### src/rtl/sync_rr_arbiter_pkg.sv
// Shared types and helpers for the clocked round-robin arbiter.
// Holds the state encoding, a one-hot builder and the hold-counter sizing rule.
package sync_rr_arbiter_pkg;

  localparam int MAX_REQ = 32;

  typedef enum logic {
    IDLE  = 1'b0,
    GRANT = 1'b1
  } state_t;

  // Result is MAX_REQ wide; callers size-cast it down to their requester count.
  function automatic logic [MAX_REQ-1:0] onehot(input int idx, input int n);
    logic [MAX_REQ-1:0] v;
    v = '0;
    if (idx >= 0 && idx < n && idx < MAX_REQ) begin
      v[idx[4:0]] = 1'b1;
    end
    return v;
  endfunction

  function automatic int hold_cnt_w(input int max_hold);
    return (max_hold <= 0) ? 1 : $clog2(max_hold + 1);
  endfunction

endpackage

### src/rtl/rr_priority_pick.sv
// Combinational rotating-priority picker: first requester at or after ptr,
// wrapping past the top index back to 0.
module rr_priority_pick #(
  parameter int REQUESTORS = 8,
  parameter int IDX_W      = $clog2(REQUESTORS)
) (
  input  logic [REQUESTORS-1:0] request,
  input  logic [IDX_W-1:0]      ptr,
  output logic [IDX_W-1:0]      idx,
  output logic                  found
);

  localparam logic [IDX_W:0] REQ_W1 = (IDX_W+1)'(REQUESTORS);

  logic [IDX_W-1:0]      pos_arr [REQUESTORS];
  logic [REQUESTORS-1:0] rot_req;

  // rot_req[k] is the request of the requester k places after ptr.
  for (genvar gi = 0; gi < REQUESTORS; gi++) begin : g_rot
    wire [IDX_W:0] sum_w = {1'b0, ptr} + (IDX_W+1)'(gi);
    assign pos_arr[gi] = IDX_W'((sum_w >= REQ_W1) ? (sum_w - REQ_W1) : sum_w);
    assign rot_req[gi] = request[pos_arr[gi]];
  end

  // Scan from farthest to nearest so the nearest requester wins.
  always_comb begin
    idx   = '0;
    found = 1'b0;
    for (int k = REQUESTORS - 1; k >= 0; k--) begin
      if (rot_req[k]) begin
        idx   = pos_arr[k];
        found = 1'b1;
      end
    end
  end

endmodule

### src/rtl/sync_rr_arbiter_sched.sv
// Clocked round-robin arbiter with grant locking, bounded hold time and a
// one-cycle break-before-make gap between successive owners.
module sync_rr_arbiter_sched
  import sync_rr_arbiter_pkg::*;
#(
  parameter  int REQUESTORS = 8,
  parameter  int MAX_HOLD   = 15,
  localparam int IDX_W      = $clog2(REQUESTORS)
) (
  input  logic                  clk,
  input  logic                  rst_n,
  input  logic                  en,
  input  logic [REQUESTORS-1:0] request,
  output logic [REQUESTORS-1:0] grant,
  output logic                  grant_valid,
  output logic [IDX_W-1:0]      grant_idx
);

  localparam int HOLD_W = hold_cnt_w(MAX_HOLD);

  state_t                state_reg, state_next;
  logic [REQUESTORS-1:0] grant_reg, grant_next;
  logic                  grant_valid_reg, grant_valid_next;
  logic [IDX_W-1:0]      grant_idx_reg, grant_idx_next;
  logic [IDX_W-1:0]      ptr_reg, ptr_next;
  logic [HOLD_W-1:0]     hold_cnt_reg, hold_cnt_next;

  logic [IDX_W-1:0]      pick_idx;
  logic                  pick_found;
  logic                  take;
  logic                  release_now;

  rr_priority_pick #(
    .REQUESTORS (REQUESTORS),
    .IDX_W      (IDX_W)
  ) u_pick (
    .request (request),
    .ptr     (ptr_reg),
    .idx     (pick_idx),
    .found   (pick_found)
  );

  assign take = en && pick_found;

  // Owner lets go, or has used its last permitted cycle.
  assign release_now = !request[grant_idx_reg] ||
                       ((MAX_HOLD != 0) && (hold_cnt_reg == HOLD_W'(MAX_HOLD - 1)));

  always_ff @(posedge clk or negedge rst_n) begin
    if (!rst_n) begin
      state_reg       <= IDLE;
      grant_reg       <= '0;
      grant_valid_reg <= 1'b0;
      grant_idx_reg   <= '0;
      ptr_reg         <= '0;
      hold_cnt_reg    <= '0;
    end else begin
      state_reg       <= state_next;
      grant_reg       <= grant_next;
      grant_valid_reg <= grant_valid_next;
      grant_idx_reg   <= grant_idx_next;
      ptr_reg         <= ptr_next;
      hold_cnt_reg    <= hold_cnt_next;
    end
  end

  always_comb begin
    state_next = state_reg;
    case (state_reg)
      IDLE:    if (take) state_next = GRANT;
      GRANT:   if (release_now) state_next = IDLE;
      default: state_next = IDLE;
    endcase
  end

  always_comb begin
    grant_next       = grant_reg;
    grant_valid_next = grant_valid_reg;
    grant_idx_next   = grant_idx_reg;
    ptr_next         = ptr_reg;
    hold_cnt_next    = hold_cnt_reg;
    case (state_reg)
      IDLE: begin
        if (take) begin
          grant_next       = REQUESTORS'(onehot(int'(pick_idx), REQUESTORS));
          grant_valid_next = 1'b1;
          grant_idx_next   = pick_idx;
          hold_cnt_next    = '0;
          ptr_next         = (pick_idx == IDX_W'(REQUESTORS - 1)) ? '0 : pick_idx + IDX_W'(1);
        end
      end
      GRANT: begin
        if (release_now) begin
          grant_next       = '0;
          grant_valid_next = 1'b0;
        end else if (hold_cnt_reg != '1) begin
          // Saturates rather than wraps when hold time is unlimited.
          hold_cnt_next = hold_cnt_reg + HOLD_W'(1);
        end
      end
      default: begin
        grant_next       = '0;
        grant_valid_next = 1'b0;
      end
    endcase
  end

  assign grant       = grant_reg;
  assign grant_valid = grant_valid_reg;
  assign grant_idx   = grant_idx_reg;

endmodule

### config.mk
export PLATFORM = sky130hd
export DESIGN_NAME = sync_rr_arbiter_sched
export DESIGN_NICKNAME = d
export VERILOG_FILES = /design/src/rtl/sync_rr_arbiter_pkg.sv /design/src/rtl/rr_priority_pick.sv /design/src/rtl/sync_rr_arbiter_sched.sv
export SDC_FILE = /design/constraint.sdc
export NUM_CORES = 1
export LEC_CHECK = 0
export CORE_MARGIN = 2
export CORE_UTILIZATION = 30
export CTS_BUF_LIST = sky130_fd_sc_hd__clkbuf_4 sky130_fd_sc_hd__clkbuf_8 sky130_fd_sc_hd__clkbuf_16
export CTS_CLUSTER_SIZE = 8
export DETAILED_ROUTE_END_ITERATION = 8
export SYNTH_ARGS = -nofsm -noshare
export SYNTH_HDL_FRONTEND = slang
export SYNTH_SLANG_ARGS = --single-unit
export TNS_END_PERCENT = 100
### constraint.sdc
create_clock -name clk -period 6.5 [get_ports clk]
set_input_delay 0.65 -clock clk [delete_from_list [all_inputs] [get_ports clk]]
set_output_delay 0.65 -clock clk [all_outputs]
set_load 0.03 [all_outputs]
# ---- Word level (Yosys, flattened, before mapping)
# Index checks and enable logic that the tools add are counted.
dict set report op_classes {
  n_eq_ne 7
  magnitude_cmp 19
  n_bitwise 1
  n_addsub 17
  muxes 58
  n_reduce_logical 7
}
# operator n
set op_table {}
lappend op_table {{3-bit 2-to-1 mux} 17}
lappend op_table {{3-bit by 4-bit < comparator with 1-bit output (second input constant)} 9}
lappend op_table {{4-bit greater-or-equal comparator (second input constant)} 7}
lappend op_table {{1-bit binary-select mux with 3-bit select} 9}
lappend op_table {{3-bit by 1-bit subtractor with 3-bit output (second input constant)} 8}
lappend op_table {{1-bit 2-to-1 mux} 22}
lappend op_table {{3-bit by 3-bit adder with 4-bit output (second input constant)} 4}
lappend op_table {{8-bit 2-to-1 mux} 2}
lappend op_table {{8-bit one-hot mux with 2 select lines} 1}
lappend op_table {{4-bit 2-to-1 mux} 3}
lappend op_table {{3-bit by 2-bit adder with 4-bit output (second input constant)} 2}
lappend op_table {{4-bit one-hot mux with 2 select lines} 1}
lappend op_table {{3-bit by 6-bit < comparator with 1-bit output (second input constant)} 1}
lappend op_table {{3-bit by 1-bit adder with 4-bit output (second input constant)} 1}
lappend op_table {{4-bit by 1-bit adder with 4-bit output (second input constant)} 1}
lappend op_table {{4-bit == test (second input constant)} 1}
lappend op_table {{3-bit by 4-bit greater-or-equal comparator with 1-bit output (second input constant)} 1}
lappend op_table {{2-bit by 1-bit inequality test with 1-bit output (second input constant)} 2}
lappend op_table {{2-bit inequality test (second input constant)} 2}
lappend op_table {{4-bit inequality test (second input constant)} 1}
lappend op_table {{1-bit one-hot mux with 2 select lines} 2}
lappend op_table {{2-bit AND reduction} 2}
lappend op_table {{3-bit by 1-bit adder with 3-bit output (second input constant)} 1}
lappend op_table {{1-bit demux with 3-bit select} 1}
lappend op_table {{7 further kinds} 8}
dict set report word_totals {
  elab_cells 115
  reg_bits 20
  output_inout_bits 12
  in_bits 11
}

# ---- Longest topological paths before layout
# Gate-level depths: netlist of the first run.
dict set report logic_depth {
  ltp_word 19
  mapped_depth 12
  mapped_depth_nobuf 10
}

# ---- Hierarchy
# A second synthesis of the first run with hierarchy kept.
dict set report unflattened {
  hier_cells 193
  hier_area_um2 1856.8
}
# module n_inst cells_each seq_area_each_um2 area_per_inst_um2
set by_module_without_submodules {}
lappend by_module_without_submodules {sync_rr_arbiter_sched 1 113 500.5 1051.0}
lappend by_module_without_submodules {rr_priority_pick 1 80 0.0 805.8}

# ---- Least setup slack after synthesis of the first run
# No wires, ideal clock.
dict set report synth_timing {
  kind {reg-to-reg}
  from {register ptr_reg[1]}
  to {register grant_reg[1], in the netlist grant[1]}
  stages_incl_launch_ff 12
  required_time_ns 6.379
  t_arrival_ns 3.263
  setup_ns 0.121
  n_path_buf 3
  path_slack_ns 3.116
  period_less_slack_ns 3.384
  cell_sequence {dfrtp_1 buf_2 inv_1 ha_1 clkbuf_1 mux4_2 or4b_1 o311ai_4 inv_2 and2_1 clkbuf_1 a22o_1}
}
dict set report synth_via {
  elab_chain_cells 19
  word_cells_on_any_way 73
  classes_between {15 x add/sub; 10 x order compare; 1 x eq/ne; 44 x mux; 3 x reduce/logical}
}
# item line
set synth_rtl {}
lappend synth_rtl {{from (decl)} sync_rr_arbiter_sched.sv:25} ;# logic [IDX_W-1:0] ptr_reg, ptr_next;
lappend synth_rtl {{from (signal assigned)} sync_rr_arbiter_sched.sv:62} ;# ptr_reg <= ptr_next;
lappend synth_rtl {{3-bit by 3-bit adder with 4-bit output} rr_priority_pick.sv:20} ;# wire [IDX_W:0] sum_w = {1'b0, ptr} + (IDX_W+1)'(gi);
lappend synth_rtl {{4-bit greater-or-equal comparator or 3-bit by 1-bit subtractor with 3-bit output (tied branches)} rr_priority_pick.sv:21} ;# assign pos_arr[gi] = IDX_W'((sum_w >= REQ_W1) ? (sum_w - REQ_W1) : sum_w);
lappend synth_rtl {{3-bit 2-to-1 mux} rr_priority_pick.sv:21}
lappend synth_rtl {{1-bit binary-select mux with 3-bit select} rr_priority_pick.sv:22} ;# assign rot_req[gi] = request[pos_arr[gi]];
lappend synth_rtl {{1-bit 2-to-1 mux (implied by the code)} rr_priority_pick.sv:22}
lappend synth_rtl {{3-bit 2-to-1 mux (8 in series)} rr_priority_pick.sv:30} ;# if (rot_req[k]) begin
lappend synth_rtl {{3-bit by 6-bit < comparator with 1-bit output (implied by the code) or 3-bit by 1-bit greater-or-equal comparator with 1-bit output (tied branches)} sync_rr_arbiter_pkg.sv:17} ;# v[idx[4:0]] = 1'b1;
lappend synth_rtl {{1-bit logical AND (implied by the code)} sync_rr_arbiter_pkg.sv:17}
lappend synth_rtl {{1-bit 2-to-1 mux (implied by the code)} sync_rr_arbiter_pkg.sv:17}
lappend synth_rtl {{1-bit demux with 3-bit select} sync_rr_arbiter_pkg.sv:17}
lappend synth_rtl {{8-bit 2-to-1 mux} sync_rr_arbiter_sched.sv:84} ;# if (take) begin
lappend synth_rtl {{8-bit one-hot mux with 2 select lines} sync_rr_arbiter_sched.sv:82} ;# case (state_reg)
lappend synth_rtl {{to (signal assigned)} sync_rr_arbiter_sched.sv:59} ;# grant_reg <= grant_next;
lappend synth_rtl {{to (decl)} sync_rr_arbiter_sched.sv:22} ;# logic [REQUESTORS-1:0] grant_reg, grant_next;
# Parallel ways exist; a longest one is shown, timed or not. The select of a mux whose other input is x is not followed.
# A chain may end at the register's enable or synchronous reset.

# ---- Final worst setup path of the first run
dict set report layout_timing {
  from {register ptr_reg[1]}
  to {register grant_reg[3], in the netlist grant[3]}
}
# Same word-level chain as after synthesis.

==> metrics, run 1 <==
status complete, no violations; Buffers on Ports 22; Final Hold Fails 0; ys flop type dfrtp_1; top-area cell type share of the netlist area 30.7%; Die H 77.7 µm; commonest cells after routing, fill and taps aside 22 x clkdlybuf4s50_1, 20 x dfrtp_1, 12 x mux4_2, 12 x nand2_1, 11 x a22o_1; CP Launch Type register; metal2 WL 1670 µm; top post-synthesis cells by area dfrtp_1 31%, mux4_2 17%, a22o_1 5.9%; TritonCTS clock tree yes; Netlist cell types 46; # hold bufs at CTS 0; fill cell count 500; met3 wire length 205 µm; commonest non-fill, non-tap cell in the layout clkdlybuf4s50_1; Crit path required time 6650 ps; Core Area 5170 µm²; first-pass GRT wire length 6270 µm; vias in the first global route 1256; Setup Skew 1.21 ps; Num CTS Buffers 3; max-cap viol count 0; via count 1310; FP Rows 26; Worst-path clk slew 70 ps; crit path DAT 3970 ps; Post-CTS Setup Inserts 0; Yosys reg bits 20; element type at the critical path end register; max layer used met4; Gate Count Post-Synth 156; DIE AREA 6040 µm²; GRT overflow 0; HP Start grant[0]; register area 500 µm²; Ant. Diodes 0; largest net degree at the start of global routing 21; clk sinks 20; WS Path Type register to register; Reg2Reg Depth 8; area grow syn2layout 19.9%; max reg flops 8; Hold Crit Depth 1; Syn Std Cell Area 1630 µm²; multi-input logic area 1050 µm²; Worst Path Max Fanout 15; initial antenna violation count 0; Worst slew margin 42.0%; Fmax achieved 261 MHz; boundary pin count 23; FFs w/ async S/R, synth 100%; RSZ-0062 raised after global routing false; post-synthesis sequential area ratio 30.7%; worst-margin pin slew 868 ps; All-Layer GR Usage 12.9%; FF-to-FF Start ptr_reg[1]; fin crit period 3830 ps; Worst R2R Setup Slack 2670 ps; Skew-Pair Late Insertion Delay 260 ps; CTS H-tree depth 1; total wire length 3670 µm; Slew Limit Fails 0; Initial Util 31.5%; post-synth top area cell dfrtp_1; Root Driver clkbuf_8; Critical R2R Capture grant[3]; drc violations 0; ANT nets after route 0; Post-CTS Resized 0; die width 77.7 µm; WHS Endpoint grant[0]; Iteration-0 DRC Markers 75; Post-Route M1 WL 1760 µm; layout cells sized above 1 13.7%; clk buf depth 2; period utilization 58.9%; GP Congestion 0.833; Hold Crit Class register to register; post-DP HPWL 2820 µm; nets@finish 192; syn nets 172; number of synthesized flops with an enable pin 0; Avg Inst Size Synth 10.5 µm²; Final setup viols 0; drt wl/cell 15.0 µm; DRT Pass-1 Iters 4; Setup TNS 0 ps; routed vias/inst 5.35; synth warn 0
## layout make-up
| type | instances | area share [%] |
|---|---|---|
| flip-flops and latches | 20 | 25.6 |
| repair buffers | 22 | 11.3 |
| clock buffers | 4 | 2.81 |
| well taps | 70 | 4.48 |
| inverters | 12 | 2.30 |
| multi-input cells | 117 | 53.6 |
## cells by family after synthesis
group	after synthesis	synth area share, %
AO/OA/AOI/OAI	42	19.7
XOR/XNOR	6	3.22
adder cells (fa/ha/maj)	5	3.83
buffers and inverters	19	5.06
flip-flops	20	30.7
multiplexers	24	24.2
AND/OR/NAND/NOR	40	13.3
## cells in the mapped netlist (all sizes together), types with 2 or more instances
| library cell | n |
|---|---|
| nor2 | 4 |
| clkbuf | 3 |
| o311ai | 2 |
| a22o | 11 |
| a22oi | 3 |
| nor2b | 4 |
| mux2 | 3 |
| ha | 5 |
| nand3 | 4 |
| mux2i | 9 |
| xnor2 | 3 |
| a21oi | 6 |
| dfrtp | 20 |
| xor2 | 3 |
| a221oi | 2 |
| mux4 | 12 |
| buf | 4 |
| o21ai | 9 |
| nand4 | 2 |
| nand2 | 12 |
| and2 | 2 |
| inv | 12 |
| a211oi | 2 |
| nand2b | 3 |
## layer usage
layer	global-route usage, %	up-vias
li1	-	642
met1	18.1	625
met2	19.8	39
met3	3.72	4
met4	2.32	0
met5	0	-
## per-stage QoR
step	setup slack, ps	cells	hold WS, ps	instance area [µm²]	utilization (%)
after detailed placement	2610	241	493	1900	36.8
after global placement	2620	241	497	1900	36.8
final	2670	245	511	1960	37.8
after global routing	2350	245	539	1960	37.8
after CTS	2640	245	514	1960	37.8
after floorplan	3120	156	354	1630	-
## worst max-delay path, stage by stage (launching register included)
cell      delay (ps)
dfrtp_1          750
inv_1            140
ha_1             500
mux4_2           600
or4b_1           570
o311ai_4         540
inv_2            140
and2_1           250
a22o_1           210
## worst max path at each step
stage | start | endpoint | slack, ps | depth (start not counted)
after floorplan | ptr_reg[1] | grant[1] | 3120 | 11
after global placement | request[5] | grant[7] | 2620 | 8
after detailed placement | request[1] | grant[1] | 2610 | 8
after CTS | ptr_reg[1] | grant[3] | 2640 | 8
after global routing | ptr_reg[1] | grant[4] | 2350 | 8
final | ptr_reg[1] | grant[3] | 2670 | 8
Power of run 1 is not shown: default switching activity piles up to over one toggle a cycle in this logic, so the estimate is an artifact.
==> inputs of run 2 (changes only) <==
==> constraint.sdc (replaced) <==
create_clock -name clk -period 3.5 [get_ports clk]
set_input_delay 0.35 -clock clk [delete_from_list [all_inputs] [get_ports clk]]
set_output_delay 0.35 -clock clk [all_outputs]
set_load 0.03 [all_outputs]
==> run 2 against run 1 <==
  * Clock-buffer cell count down 1
  * First-iteration DRC count up 83%
  * Clock skew up 9.3 ps
  * Final cell count up 2.9%
  * Largest cell class unchanged
==> metrics, run 2 (synthesis gave the netlist of run 1 again) <==
grt peak-use layer met2; CP max stage delay 600 ps (-150 ps); Setup WS post-layout 387 ps (-2290 ps); fill cell count 484 (-3.2%); max-cap viol count 0 (unchanged); commonest cells after routing, fill and taps aside 22 x clkdlybuf4s50_1, 20 x dfrtp_1, 12 x mux4_2, 12 x nand2_1, 11 x a22o_1; RSZ-0062 raised after global routing false; Buffers on Ports 22 (unchanged); Critical R2R Capture grant[2]; Worst Path Max Fanout 7 (-8); drc violations 0 (unchanged); DRT Pass-1 Iters 4 (unchanged); CTS H-tree depth 1 (unchanged); max reg flops 8 (unchanged); FP Rows 26 (unchanged); multi-input logic area 1050 µm² (unchanged); initial antenna violation count 0 (unchanged); Setup TNS 0 ps (unchanged); clk sinks 20 (unchanged); status complete, no violations; Crit path required time 3660 ps (-2990 ps); Critical Path Start ptr_reg[0]; slowest stage cell on the critical path mux4_2; Iteration-0 DRC Markers 137 (+83%); global-route met2 utilization 20.5% (+0.69 points); Area after DPL 1950 µm² (+2.8%); DIE AREA 6040 µm² (unchanged); Die H 77.7 µm (unchanged); Setup Skew 10.5 ps (+9.30 ps); Worst slew margin 41.1% (-0.86 points); register area 500 µm² (unchanged); largest net degree at the start of global routing 21 (unchanged); drt wl/cell 15.1 µm (+0.72%); GP Congestion 0.852 (+2.2%); ANT nets after route 0 (unchanged); CP Launch Type register; crit path DAT 3270 ps (-700 ps); Final setup viols 0 (unchanged); All-Layer GR Usage 13.7% (+0.87 points); layout cells sized above 1 17.0% (+3.3 points); finished layout cell area 2030 µm² (+3.5%); first-pass GRT wire length 6750 µm (+7.7%); routed vias/inst 5.37 (+0.49%); Core Area 5170 µm² (unchanged); Worst R2R Setup Slack 390 ps (-2290 ps); Fmax achieved 321 MHz (+23%); period utilization 88.9% (+30 points); worst path cell trace inv_2 > ha_1 > mux4_2 > mux2i_1 > nand3_1 > nor4_1 > a211oi_2 > buf_4 > and2_1 > a22o_1; Post-CTS Setup Inserts 0 (unchanged); area grow syn2layout 24.2%; met3 Resource Use GR 3.84% (+0.12 points); FF-to-FF Start ptr_reg[0]; via count 1354 (+3.4%); boundary pin count 23 (unchanged); post-place setup slack 179 ps (-2430 ps); Initial Util 31.5% (unchanged); total wire length 3800 µm (+3.6%); met1 Use GR 19.8% (+1.7 points); nets@finish 199 (+3.6%); post-DP HPWL 2880 µm (+2.2%); Worst-path clk slew 80 ps (about the same); vias in the first global route 1341 (+6.8%); Root Driver clkbuf_8; fin crit period 3110 ps (-714 ps); # hold bufs at CTS 0 (unchanged); Worst setup endpoint grant[2]; Num CTS Buffers 3 (unchanged); Skew-Pair Late Insertion Delay 260 ps (about the same); clk buf depth 2 (unchanged); commonest non-fill, non-tap cell in the layout clkdlybuf4s50_1; element type at the critical path end register; Ant. Diodes 0 (unchanged); GRT overflow 0 (unchanged); Hold Crit Class register to register; Slew Limit Fails 0 (unchanged); worst-margin pin slew 881 ps (+12.9 ps); die width 77.7 µm (unchanged); TritonCTS clock tree yes; WS Path Type register to register; Final Hold Fails 0 (unchanged); Post-CTS Resized 0 (unchanged); Reg2Reg Depth 10 (+2)
==> run 2: how the worst min path moves through the flow <==
stage / startpoint / to / slack (ps) / cells past startpoint
3_5_place_dp: grant[5] / grant[5] / 490 / 1
2_1_floorplan: rst_n / grant[0] / 50 / 0
3_3_place_gp: grant[6] / grant[6] / 500 / 1
6_report: grant[5] / grant[5] / 510 / 1
4_1_cts: grant[5] / grant[5] / 510 / 1
5_1_grt: grant[6] / grant[6] / 550 / 1
==> run 2: layout make-up <==
class	count	area share (%)
multi-input combinational	117	51.8
sequential	20	24.7
timing repair buffer	29	13.5
tap	70	4.32
inverter	12	2.22
clock buffer	3	2.04
clock inverter	1	1.48
==> run 2: metal layers <==
metal / wire (µm) / vias to the layer above
li1: - / 653
met1: 1840 / 664
met2: 1690 / 31
met3: 214 / 6
met4: 49 / 0
met5: 0 / -
==> run 2: worst max-delay path: cells and delay by family (launching register included) <==
kind | cells | cell delay (ps)
fa+ha+maj | 1 | 450
mux | 2 | 1010
simple gates | 3 | 610
compound gates | 2 | 340
flops | 1 | 370
buf+inv | 2 | 230
==> run 2: through the flow <==
step | hold slack (ps) | cells | util, %
5_1_grt | 547 | 252 | 39.2
3_5_place_dp | 493 | 248 | 37.8
6_report | 510 | 252 | 39.2
4_1_cts | 513 | 252 | 39.2
2_1_floorplan | 54.4 | 156 | -
3_3_place_gp | 501 | 248 | 37.8
Power of run 2 is left out for the same reason.
